### config.mk
export PLATFORM = sky130hd
export DESIGN_NAME = shift_add_mac_flat
export DESIGN_NICKNAME = d
export VERILOG_FILES = /design/src/rtl/shift_add_mac_if.sv /design/src/rtl/shift_add_mac.sv /design/src/flat_wrapper.sv
export SDC_FILE = /design/constraint.sdc
export NUM_CORES = 1
export LEC_CHECK = 0
export BUFFER_PORTS_ARGS = -buffer_cell sky130_fd_sc_hd__buf_2
export CAP_MARGIN = 30
export CORE_MARGIN = 1.5
export CORE_UTILIZATION = 30
export DETAILED_ROUTE_END_ITERATION = 12
export PLACE_DENSITY_LB_ADDON = 0.2
export SLEW_MARGIN = 0
export SYNTH_ARGS = -nofsm -noshare
export SYNTH_HDL_FRONTEND = slang
export SYNTH_SLANG_ARGS = --single-unit
### constraint.sdc
create_clock -name clk -period 2.3 [get_ports clk]
set_input_delay 0 -clock clk [delete_from_list [all_inputs] [get_ports clk]]
set_output_delay 0 -clock clk [all_outputs]
set_load 0.05 [all_outputs]
### src/rtl/shift_add_mac_if.sv
// rtl/shift_add_mac_if.sv - request/result bundle for the shift-add multiply-accumulate unit
//
// Purpose: groups the operand request and result signals of shift_add_mac.
// Signals:
//   start    requester -> mac  start request, sampled only while idle
//   a_in     requester -> mac  multiplicand (DATA_WIDTH)
//   b_in     requester -> mac  multiplier (DATA_WIDTH)
//   acc_in   requester -> mac  addend (2*DATA_WIDTH)
//   busy     mac -> requester  operation in progress
//   en_pp    mac -> requester  one-cycle load strobe for the partial-product register
//   outData  mac -> requester  low 2*DATA_WIDTH bits of a*b+acc
//   cout     mac -> requester  carry out of a*b+acc
// Modports: master = requester side, slave = mac side.

interface shift_add_mac_if #(
   parameter int DATA_WIDTH = 8
) ();
   logic                    start;
   logic [DATA_WIDTH-1:0]   a_in;
   logic [DATA_WIDTH-1:0]   b_in;
   logic [2*DATA_WIDTH-1:0] acc_in;
   logic                    busy;
   logic                    en_pp;
   logic [2*DATA_WIDTH-1:0] outData;
   logic                    cout;

   modport master (
      output start, a_in, b_in, acc_in,
      input  busy, en_pp, outData, cout
   );

   modport slave (
      input  start, a_in, b_in, acc_in,
      output busy, en_pp, outData, cout
   );
endinterface

### src/rtl/shift_add_mac.sv
// rtl/shift_add_mac.sv - sequential unsigned shift-add multiply-accumulate
//
// Purpose: computes a_in*b_in + acc_in with one shift-add step per cycle
//   (DATA_WIDTH multiply cycles, one add cycle, one done cycle) and strobes
//   en_pp for one cycle so the downstream partial-product register can load
//   outData/cout.
// Ports:
//   clk    in  clock, all logic on posedge
//   reset  in  synchronous active-high reset, aborts any operation
//   bus    slave modport of shift_add_mac_if (start, a_in, b_in, acc_in,
//          busy, en_pp, outData, cout)

module shift_add_mac #(
   parameter int DATA_WIDTH = 8
) (
   input  logic            clk,
   input  logic            reset,
   shift_add_mac_if.slave  bus
);
   localparam int PW = 2 * DATA_WIDTH;
   localparam int CW = $clog2(DATA_WIDTH);

   typedef enum logic [1:0] {
      IDLE = 2'd0,
      MULT = 2'd1,
      ADD  = 2'd2,
      DONE = 2'd3
   } state_t;

   state_t                state;
   state_t                state_nxt;

   logic [PW-1:0]         mcand;
   logic [DATA_WIDTH-1:0] mplier;
   logic [PW-1:0]         addend;
   logic [PW-1:0]         prod;
   logic [CW-1:0]         cnt;
   logic [PW-1:0]         out_r;
   logic                  cout_r;

   always_ff @(posedge clk) begin
      if (reset) begin
         state <= IDLE;
      end else begin
         state <= state_nxt;
      end
   end

   always_comb begin
      state_nxt = state;
      case (state)
         IDLE: if (bus.start) state_nxt = MULT;
         MULT: if (cnt == CW'(DATA_WIDTH - 1)) state_nxt = ADD;
         ADD:  state_nxt = DONE;
         DONE: state_nxt = IDLE;
         default: state_nxt = IDLE;
      endcase
   end

   always_ff @(posedge clk) begin
      if (reset) begin
         mcand  <= '0;
         mplier <= '0;
         addend <= '0;
         prod   <= '0;
         cnt    <= '0;
         out_r  <= '0;
         cout_r <= 1'b0;
      end else begin
         case (state)
            IDLE: begin
               if (bus.start) begin
                  mcand  <= {{DATA_WIDTH{1'b0}}, bus.a_in};
                  mplier <= bus.b_in;
                  addend <= bus.acc_in;
                  prod   <= '0;
                  cnt    <= '0;
               end
            end
            MULT: begin
               // The multiplicand is pre-widened to PW bits, so the
               // accumulated product cannot overflow.
               if (mplier[0]) prod <= prod + mcand;
               mplier <= mplier >> 1;
               mcand  <= mcand << 1;
               cnt    <= cnt + 1'b1;
            end
            ADD: begin
               {cout_r, out_r} <= {1'b0, prod} + {1'b0, addend};
            end
            default: begin
            end
         endcase
      end
   end

   // outData/cout are only written in ADD, so they stay valid from en_pp
   // until the next operation's ADD cycle.
   assign bus.busy    = (state != IDLE);
   assign bus.en_pp   = (state == DONE);
   assign bus.outData = out_r;
   assign bus.cout    = cout_r;

endmodule

### src/flat_wrapper.sv
// flat-port wrapper written by rule: the top's interface ports become plain ports
module shift_add_mac_flat 
#(
   parameter int DATA_WIDTH = 8
)
  (clk, reset, bus_start, bus_a_in, bus_b_in, bus_acc_in, bus_busy, bus_en_pp, bus_outData, bus_cout);
  shift_add_mac_if #(.DATA_WIDTH(DATA_WIDTH)) bus_i ();
  input  logic clk;
  input  logic reset;
  input wire logic [$bits(bus_i.start)-1:0] bus_start;
  input wire logic [$bits(bus_i.a_in)-1:0] bus_a_in;
  input wire logic [$bits(bus_i.b_in)-1:0] bus_b_in;
  input wire logic [$bits(bus_i.acc_in)-1:0] bus_acc_in;
  output wire logic [$bits(bus_i.busy)-1:0] bus_busy;
  output wire logic [$bits(bus_i.en_pp)-1:0] bus_en_pp;
  output wire logic [$bits(bus_i.outData)-1:0] bus_outData;
  output wire logic [$bits(bus_i.cout)-1:0] bus_cout;
  assign bus_i.start = bus_start;
  assign bus_i.a_in = bus_a_in;
  assign bus_i.b_in = bus_b_in;
  assign bus_i.acc_in = bus_acc_in;
  assign bus_busy = bus_i.busy;
  assign bus_en_pp = bus_i.en_pp;
  assign bus_outData = bus_i.outData;
  assign bus_cout = bus_i.cout;
  shift_add_mac #(.DATA_WIDTH(DATA_WIDTH)) u_core (.clk(clk), .reset(reset), .bus(bus_i));
endmodule
* Word level (Yosys, flattened, before mapping)
Cells that the tools add are included.
Word-level totals: flip-flop bits (word level) 78, bits of input ports 35, word-level logic and storage cells 37
Operators by class: $add $sub $neg 3, equality and inequality tests 7, muxes and demuxes 12, reductions and logical operators 7
Operator list (count):
- $pmux W16 S2 | 2
- $mux W16 | 3
- $add A16 B16 Y17 | 1
- $add A16 B16 Y16 | 1
- $pmux W8 S2 | 1
- $mux W8 | 1
- $pmux W2 S4 | 1
- $pmux W3 S2 | 1
- $reduce_and A2 Y1 | 3
- $eq A2 B2 Y1 const B | 2
- $mux W2 | 2
- $ne A2 B1 Y1 const B | 2
- $reduce_bool A2 Y1 | 2
- $add A3 B1 Y3 const B | 1
- $eq A3 B3 Y1 const B | 1
- $mux W3 | 1
- $reduce_and A3 Y1 | 1
- $eq A2 B1 Y1 const B | 1
- $logic_not A2 Y1 | 1
- $ne A2 B2 Y1 const B | 1

* Longest topological paths before layout
Gate-level depths: netlist (run 1).
depth after elaboration 3, gate-level depth with buffers 9

* Least setup slack after synthesis (run 1)
No wires, ideal clock.
path kind flip-flop to flip-flop, start register u_core.prod[0], end register u_core.cout_r (netlist: u_core.bus.cout), setup time 0.142 ns, arrival time 1.991 ns, data required time 2.158 ns, setup slack 0.166 ns, stages on the path, launching flop included 9, path buffers 0, clock period less this slack 2.134 ns, cells stage by stage dfxtp_1 -> ha_1 -> fa_1 -> a21o_1 -> a221oi_2 -> o31a_2 -> nor2_4 -> o2111ai_1 -> a211oi_2
Between the ends: cells in the longest elaborated chain, start to end 1
RTL lines:
- from (decl) | RTL line shift_add_mac.sv:36 | logic [PW-1:0] prod;
- from (signal assigned) | RTL line shift_add_mac.sv:83 | if (mplier[0]) prod <= prod + mcand;
- $add A16 B16 Y17 | RTL line shift_add_mac.sv:89 | {cout_r, out_r} <= {1'b0, prod} + {1'b0, addend};
- to (signal assigned) | RTL line shift_add_mac.sv:89
- to (decl) | RTL line shift_add_mac.sv:39 | logic cout_r;
No other way between the ends. A chain may end at the register's enable or synchronous reset.

* Worst setup path in the final report (run 1)
Same ends and word-level chain as after synthesis.

==> impl_metrics.toml, run 1 <==
[run_status]
status = "finished, final reports clean"

[route]
dr.pass1.iters = 5
ant_nets = 0
vias = 4090
via_per_inst = 5.074
wire_per_inst_um = 14.52
totalWireLength_um = 11700
post-route-drc-count = 0
drt_iter0_markers = 200

[synthesis]
synth.avg_cell_area_um2 = 8.535
synth_edf_count = 0
synth_area_um2 = 4498
syn_inst = 527
syn_nets = 602
synth_cell_type_count = 63
yosys-top-cells-area = "dfxtp_1, ha_1, mux2i_1, nand2_1, a21oi_1"
ys_ff_latch = 78
ys.flop_type = "dfxtp_1"
yosys_warnings = 0
synthArstFlopShare_pct = 0
synth_top_area_share_pct = 34.71
yosysSeqAreaShare_pct = 34.71
yosys.area.top_type = "dfxtp_1"

[placed_design]
dpl.hpwl_um = 8686
port_buffers = 53
placed_area_um2 = 5004
finalWeightedCongestion = 0.8760

[sta]
tightest_slew_ns = 0.5880
maxSlewViolCount = 0
setup_violations = 0
relSlewSlack_pct = 60.54
fmax_ghz = 0.4518
min_period_ns = 2.213
finalClockSkew_ns = 0.005941
hold_viol_final = 0
fin_crit_sh_pct = 96.22
fin_tns_setup_ns = 0

[power_and_ir_drop]
power_switching_mw = 2.050
pwr-share-comb_pct = 39.1
switching_share_pct = 38.59
cellPowerDensity_nw_per_um2 = 929.9
seq_power_share_pct = 33.8
leakagePower_nw = 2.455
power.internal_mw = 3.262
power_mw = 5.311
p_clk_share_pct = 27.2
ir_drop_mv = 0.5868

[worst_setup_path]
endpoint_kind = "flip-flop"
cp-start-kind = "flip-flop"
critPathMaxFanout = 3
cp_data_required_time_ns = 2.50
arrival_ns = 2.42
r2r_start = "u_core.prod[0]"
cp-startpoint = "u_core.prod[0]"
worst-setup-path-type = "flip-flop to flip-flop"

[die]
dieArea_um2 = 15740
die_y_um = 125.5
fp.coreArea_um2 = 14590
rows = 44
die_w_um = 125.5
initial_utilization_pct = 30.83
io_pins = 54

[clock_tree]
cts-root-buf = "clkbuf_16"
tritoncts = "built"
cts_max_level = 3
clkSinkCount = 78
cts_buffer_depth = 2
cts_buffers = 9
clk_latency_ns = 0.34
clk_pin_slew_ns = 0.06

[min_path]
hold_class = "input port to flip-flop"
min_from = "bus_a_in[6]"

[cells_and_area]
multiInputGateArea_um2 = 2813
syn2layout_area_growth_pct = 26.98
fin_area_um2 = 5712
drive_gt1_share_pct = 17.36
num-nets-final = 692
nFillCells = 1480
antenna_cells = 0
regArea_um2 = 1563

[global_route]
grt_pass1_wl_um = 19230
track_usage_pct = 15.21
antenna_found_initial = 0
globalRoute.totalOverflow = 0
grt_start_max_net_pins = 38
grt_pass1_vias = 4020

[job]
max_cap_violations = 0
==> power by group through the flow <==
| stage | Clock, mW | Combinational (mW) | Sequential [mW] |
|---|---|---|---|
| global route | 1.56 | 2.30 | 1.83 |
| global placement | 0 | 1.97 | 1.81 |
| floorplan | 0 | 1.40 | 1.86 |
| detailed placement | 0 | 2.00 | 1.82 |
| finish | 1.44 | 2.08 | 1.79 |
| CTS | 1.49 | 2.09 | 1.79 |
==> Yosys cell counts, types with 3 or more instances <==
| library cell | number |
|---|---|
| dfxtp_1 | 78 |
| mux2i_1 | 25 |
| xnor2_1 | 7 |
| a21o_1 | 13 |
| ha_1 | 38 |
| nor3b_1 | 4 |
| o21a_1 | 7 |
| a32o_1 | 3 |
| a22oi_1 | 14 |
| nor2_1 | 56 |
| nand4_1 | 4 |
| nor3_1 | 4 |
| nand2_1 | 59 |
| nor2b_1 | 6 |
| o21ai_0 | 10 |
| o21ai_1 | 13 |
| and2_1 | 3 |
| xor2_1 | 9 |
| a211o_1 | 3 |
| buf_2 | 4 |
| inv_1 | 13 |
| o31ai_1 | 3 |
| a31o_1 | 3 |
| a31oi_1 | 3 |
| nand3_1 | 8 |
| clkbuf_1 | 20 |
| a21oi_1 | 43 |
| or3_1 | 7 |
| o2111ai_1 | 3 |
| a211oi_1 | 21 |
| and3_1 | 3 |
==> logic make-up after synthesis <==
logic type / count (synthesis) / share of synthesized area (%)
XOR/XNOR: 16 / 3.116
multiplexers: 25 / 5.563
adder cells (fa/ha/maj): 40 / 11.46
AND/OR/NAND/NOR: 170 / 17.69
buffers and inverters: 40 / 3.616
flip-flops: 78 / 34.71
AO/OA/AOI/OAI: 158 / 23.84
==> worst paths after layout <==
path	end	slack, ns	cells after the start
setup / recovery	u_core.bus.cout	0.09	8
hold / removal	u_core.mcand[6]	0.009	3
setup reg to reg	u_core.bus.cout	0.09	8
hold reg to reg	u_core.bus.outData[13]	0.45	2
==> through the flow <==
stage / instances / util (%) / hold slack (ns) / setup slack (ns)
2_1_floorplan: 527 / - / 0.1360 / 0.1663
3_3_place_gp: 753 / 34.30 / 0.2430 / 0.09614
3_5_place_dp: 753 / 34.30 / 0.2482 / 0.05825
4_1_cts: 806 / 38.90 / 0.001041 / 0.04271
5_1_grt: 806 / 39.15 / 0.01596 / -0.009312
6_report: 806 / 39.15 / 0.008860 / 0.08683
==> worst max-delay path, stage by stage (launching register included) <==
cell       delay, ns
dfxtp_1         0.32
ha_1            0.23
fa_2            0.36
a21o_1          0.22
a221oi_2        0.33
o31a_2          0.23
nor2_4          0.06
o2111ai_1       0.23
a211oi_2        0.10
==> placed cells by master, fill, tap and decap left out, types with 8 or more instances in the layout <==
master,instances
xor2_1,9
a211oi_1,20
buf_4,16
nand3_1,8
mux2i_1,25
nand2_1,59
o21ai_0,10
clkbuf_16,9
a21o_1,13
dfxtp_1,77
a22oi_1,14
ha_1,37
dlygate4sd3_1,37
buf_2,53
o21ai_1,11
nor2_1,56
a21oi_1,42
inv_1,13
==> state kept, by name (all words and copies together), names as in the netlist <==
name and count:
u_core.addend 16, u_core.bus.cout 1, u_core.mcand 16, u_core.prod 16
u_core.bus.outData 16, u_core.mplier 8, u_core.state 2, u_core.cnt 3
==> final cells by class <==
cell class	count	share of cell area [%]
multi-input cells	409	49.24
flip-flops and latches	78	27.36
repair buffers	106	13.23
clock buffers	11	4.250
well taps	184	4.031
clock inverters	5	1.030
inverters	13	0.8543
==> per-layer routing <==
metal,vias up,global-route usage (%),part of all wire [%]
met1,1899,19.51,49
met5,-,0,0
li1,2093,-,-
met3,17,4.108,3.8
met2,81,24.46,45
met4,0,5.615,1.9
==> timing repair <==
item	CTS	global route
endpoints found under the hold margin	29	0
endpoints found under the setup margin	0	9
buffers inserted	0	0
gates resized for setup	0	10
hold buffers	37	0
No activity file was read; power rests on OpenSTA's default activity.
==> run 2, diff against run 1 <==
--- a/config.mk
+++ b/config.mk
@@ -5,6 +5,7 @@
 export SDC_FILE = /design/constraint.sdc
 export NUM_CORES = 1
 export LEC_CHECK = 0
+export ABC_AREA = 1
 export BUFFER_PORTS_ARGS = -buffer_cell sky130_fd_sc_hd__buf_2
 export CAP_MARGIN = 30
 export CORE_MARGIN = 1.5
==> run 2 against run 1 <==
Via count increased by 10%. Cell count increased by 26%. Non-clock buffer count down 11. Power is 10% higher. Register-to-register slack better by 0.29 ns. Clock skew is 0.0015 ns higher. Largest cell class unchanged. Global-route usage is 0.28 points higher. Sequential power increased by 7%.
==> impl_metrics.toml, run 2 <==
[sta]
holdWs_ns = 0.2138
hold_viol_final = 0
setup_violations = 0
fin_ws_ns = 0.3765
fin_tns_setup_ns = 0
relSlewSlack_pct = 60.51
finalClockSkew_ns = 0.007479
fmax_ghz = 0.5199
maxSlewViolCount = 0
fin_crit_sh_pct = 83.63
min_period_ns = 1.923
tightest_slew_ns = 0.5922
rsz0062_at_grt = "no"

[worst_setup_path]
slowest_delay_ns = 0.51
worst-setup-path-type = "flip-flop to flip-flop"
critPathMaxFanout = 15
reg2reg_depth = 6
endpoint_kind = "flip-flop"
crit_chain = "inv_1 > ha_1 > o21ai_2 > inv_1 > nand2_1 > a21oi_1"
cp_data_required_time_ns = 2.51
critical_path.most_common_cell = "inv_1"
crit_buf_inv = 2
critPathSlowestCell = "o21ai_2"
crit_cells = 6
arrival_ns = 2.14
cp-start-kind = "flip-flop"
reg2reg_slack_ns = 0.38
path_delay_family = "compound AO/OA/AOI/OAI gates"

[placed_design]
dp_cells = 969
placed_area_um2 = 5192
dpl.hpwl_um = 9016
port_buffers = 53
finalWeightedCongestion = 0.8227
place_ws_ns = 0.3960

[synthesis]
yosys_warnings = 0
ys_top_cells_by_count = "nand2_1, nor2_1, inv_1"
yosys-top-cells-area = "dfxtp_1, nand2_1, ha_1, nor2_1, inv_1"
syn_nets = 794
synth_top_area_share_pct = 33.15
yosysSeqAreaShare_pct = 33.15
synth_edf_count = 0
yosys.area.top_type = "dfxtp_1"
syn_inst = 719
synth_area_um2 = 4711
ys.flop_type = "dfxtp_1"
ys_ff_latch = 78
synth.avg_cell_area_um2 = 6.552
yosysMostFrequentCell = "nand2_1"
synth_cell_type_count = 35
synthArstFlopShare_pct = 0

[cells_and_area]
mostFrequentLayoutCells = "nand2_1, nor2_1, inv_1"
syn2layout_area_growth_pct = 24.44
fin_area_um2 = 5862
layout_commonest_cell = "nand2_1"
drive_gt1_share_pct = 10.67
nFillCells = 1663
num-nets-final = 876
fin_cells = 1017
antenna_cells = 0
fin_util_pct = 38.42

[clock_tree]
clkSinkCount = 78
cts_buffer_depth = 2
cts_setup_buffers = 0
cts_max_level = 3
cts-root-buf = "clkbuf_16"
tritoncts = "built"
clk_pin_slew_ns = 0.06
clk_latency_ns = 0.35
cts_buffers = 9

[global_route]
met1_usage_pct = 20.78
grt_pass1_wl_um = 20040
grt.met2_usage_pct = 24.23
met3_usage_pct = 4.048
busiest_layer = "met2"
grt_pass1_vias = 4056
grt_start_max_net_pins = 43
track_usage_pct = 15.50
antenna_found_initial = 0
globalRoute.totalOverflow = 0

[die]
die_w_um = 128.3
io_pins = 54
fp.coreArea_um2 = 15260
die_y_um = 128.3
dieArea_um2 = 16460
initial_utilization_pct = 30.87
rows = 45

[min_path]
whs_path_depth = 5
hold_class = "input port to flip-flop"

[route]
dr.pass1.iters = 6
via_per_inst = 4.443
vias = 4519
drt_iter0_markers = 213
wire_per_inst_um = 11.95
ant_nets = 0
totalWireLength_um = 12150
post-route-drc-count = 0

[job]
max_cap_violations = 0

[power_and_ir_drop]
power_mw = 5.841
ir_drop_mv = 0.4728
cellPowerDensity_nw_per_um2 = 996.4
leakagePower_nw = 2.958

[run_status]
status = "finished, final reports clean"
## run 2: cell types whose count changed in the layout (fill, tap and decap cells not counted), moves of 7 or more
cell / delta
nand2_1: +147
inv_1: +72
nand3_1: +40
o21ai_0: +36
nor2_1: +30
mux2i_1: -25
a211oi_1: -19
a22oi_1: -14
a21o_1: -13
a31oi_1: +11
o21ai_1: -10
a21oi_1: +9
or3_1: -7
## run 2: cell families after synthesis
group | after synthesis | synth area share (%)
simple gates | 362 | 31.10
flops | 78 | 33.15
fa+ha+maj | 40 | 10.94
compound gates | 120 | 13.78
xor+xnor | 8 | 1.487
buf+inv | 111 | 9.535
## run 2: path summary, 6_finish.rpt
check,startpoint,to
max reg2reg,u_core.state[0],u_core.cnt[2]
max,u_core.state[0],u_core.cnt[2]
min reg2reg,u_core.cnt[0],u_core.cnt[0]
min,reset,u_core.addend[5]
## run 2: layout make-up
type	count	area, µm²	area share (%)
multi-input combinational	530	2700	46.06
sequential	78	1562	26.64
timing repair buffer	95	660.6	11.27
inverter	87	326.6	5.571
tap	211	264.0	4.504
clock buffer	11	242.7	4.141
clock inverter	5	106.4	1.814
## run 2: worst register-to-register path, cell delays in order (launching register included)
cell and delay, ns:
dfxtp_1 0.36, inv_1 0.10, ha_1 0.24, o21ai_2 0.51, inv_1 0.36, nand2_1 0.15
a21oi_1 0.07
## run 2: what timing repair did
| action | CTS | global route |
|---|---|---|
| hold buffers | 32 | 0 |
| endpoints found under the hold margin | 32 | 0 |
| resized for setup | 0 | 0 |
## run 2: per-layer routing
metal  part of all wire, %  wire length [µm]
met2                    43              5216
met1                    51              6236
met4                   1.5               184
met5                     0                 0
met3                   4.2               515
## run 2: where the power goes
part,internal (mW),total [mW],switching [mW],leakage (nW)
sequential,1.68,1.91,0.221,0.638
combinational,0.702,2.26,1.56,2.15
clock,1.09,1.68,0.586,0.166
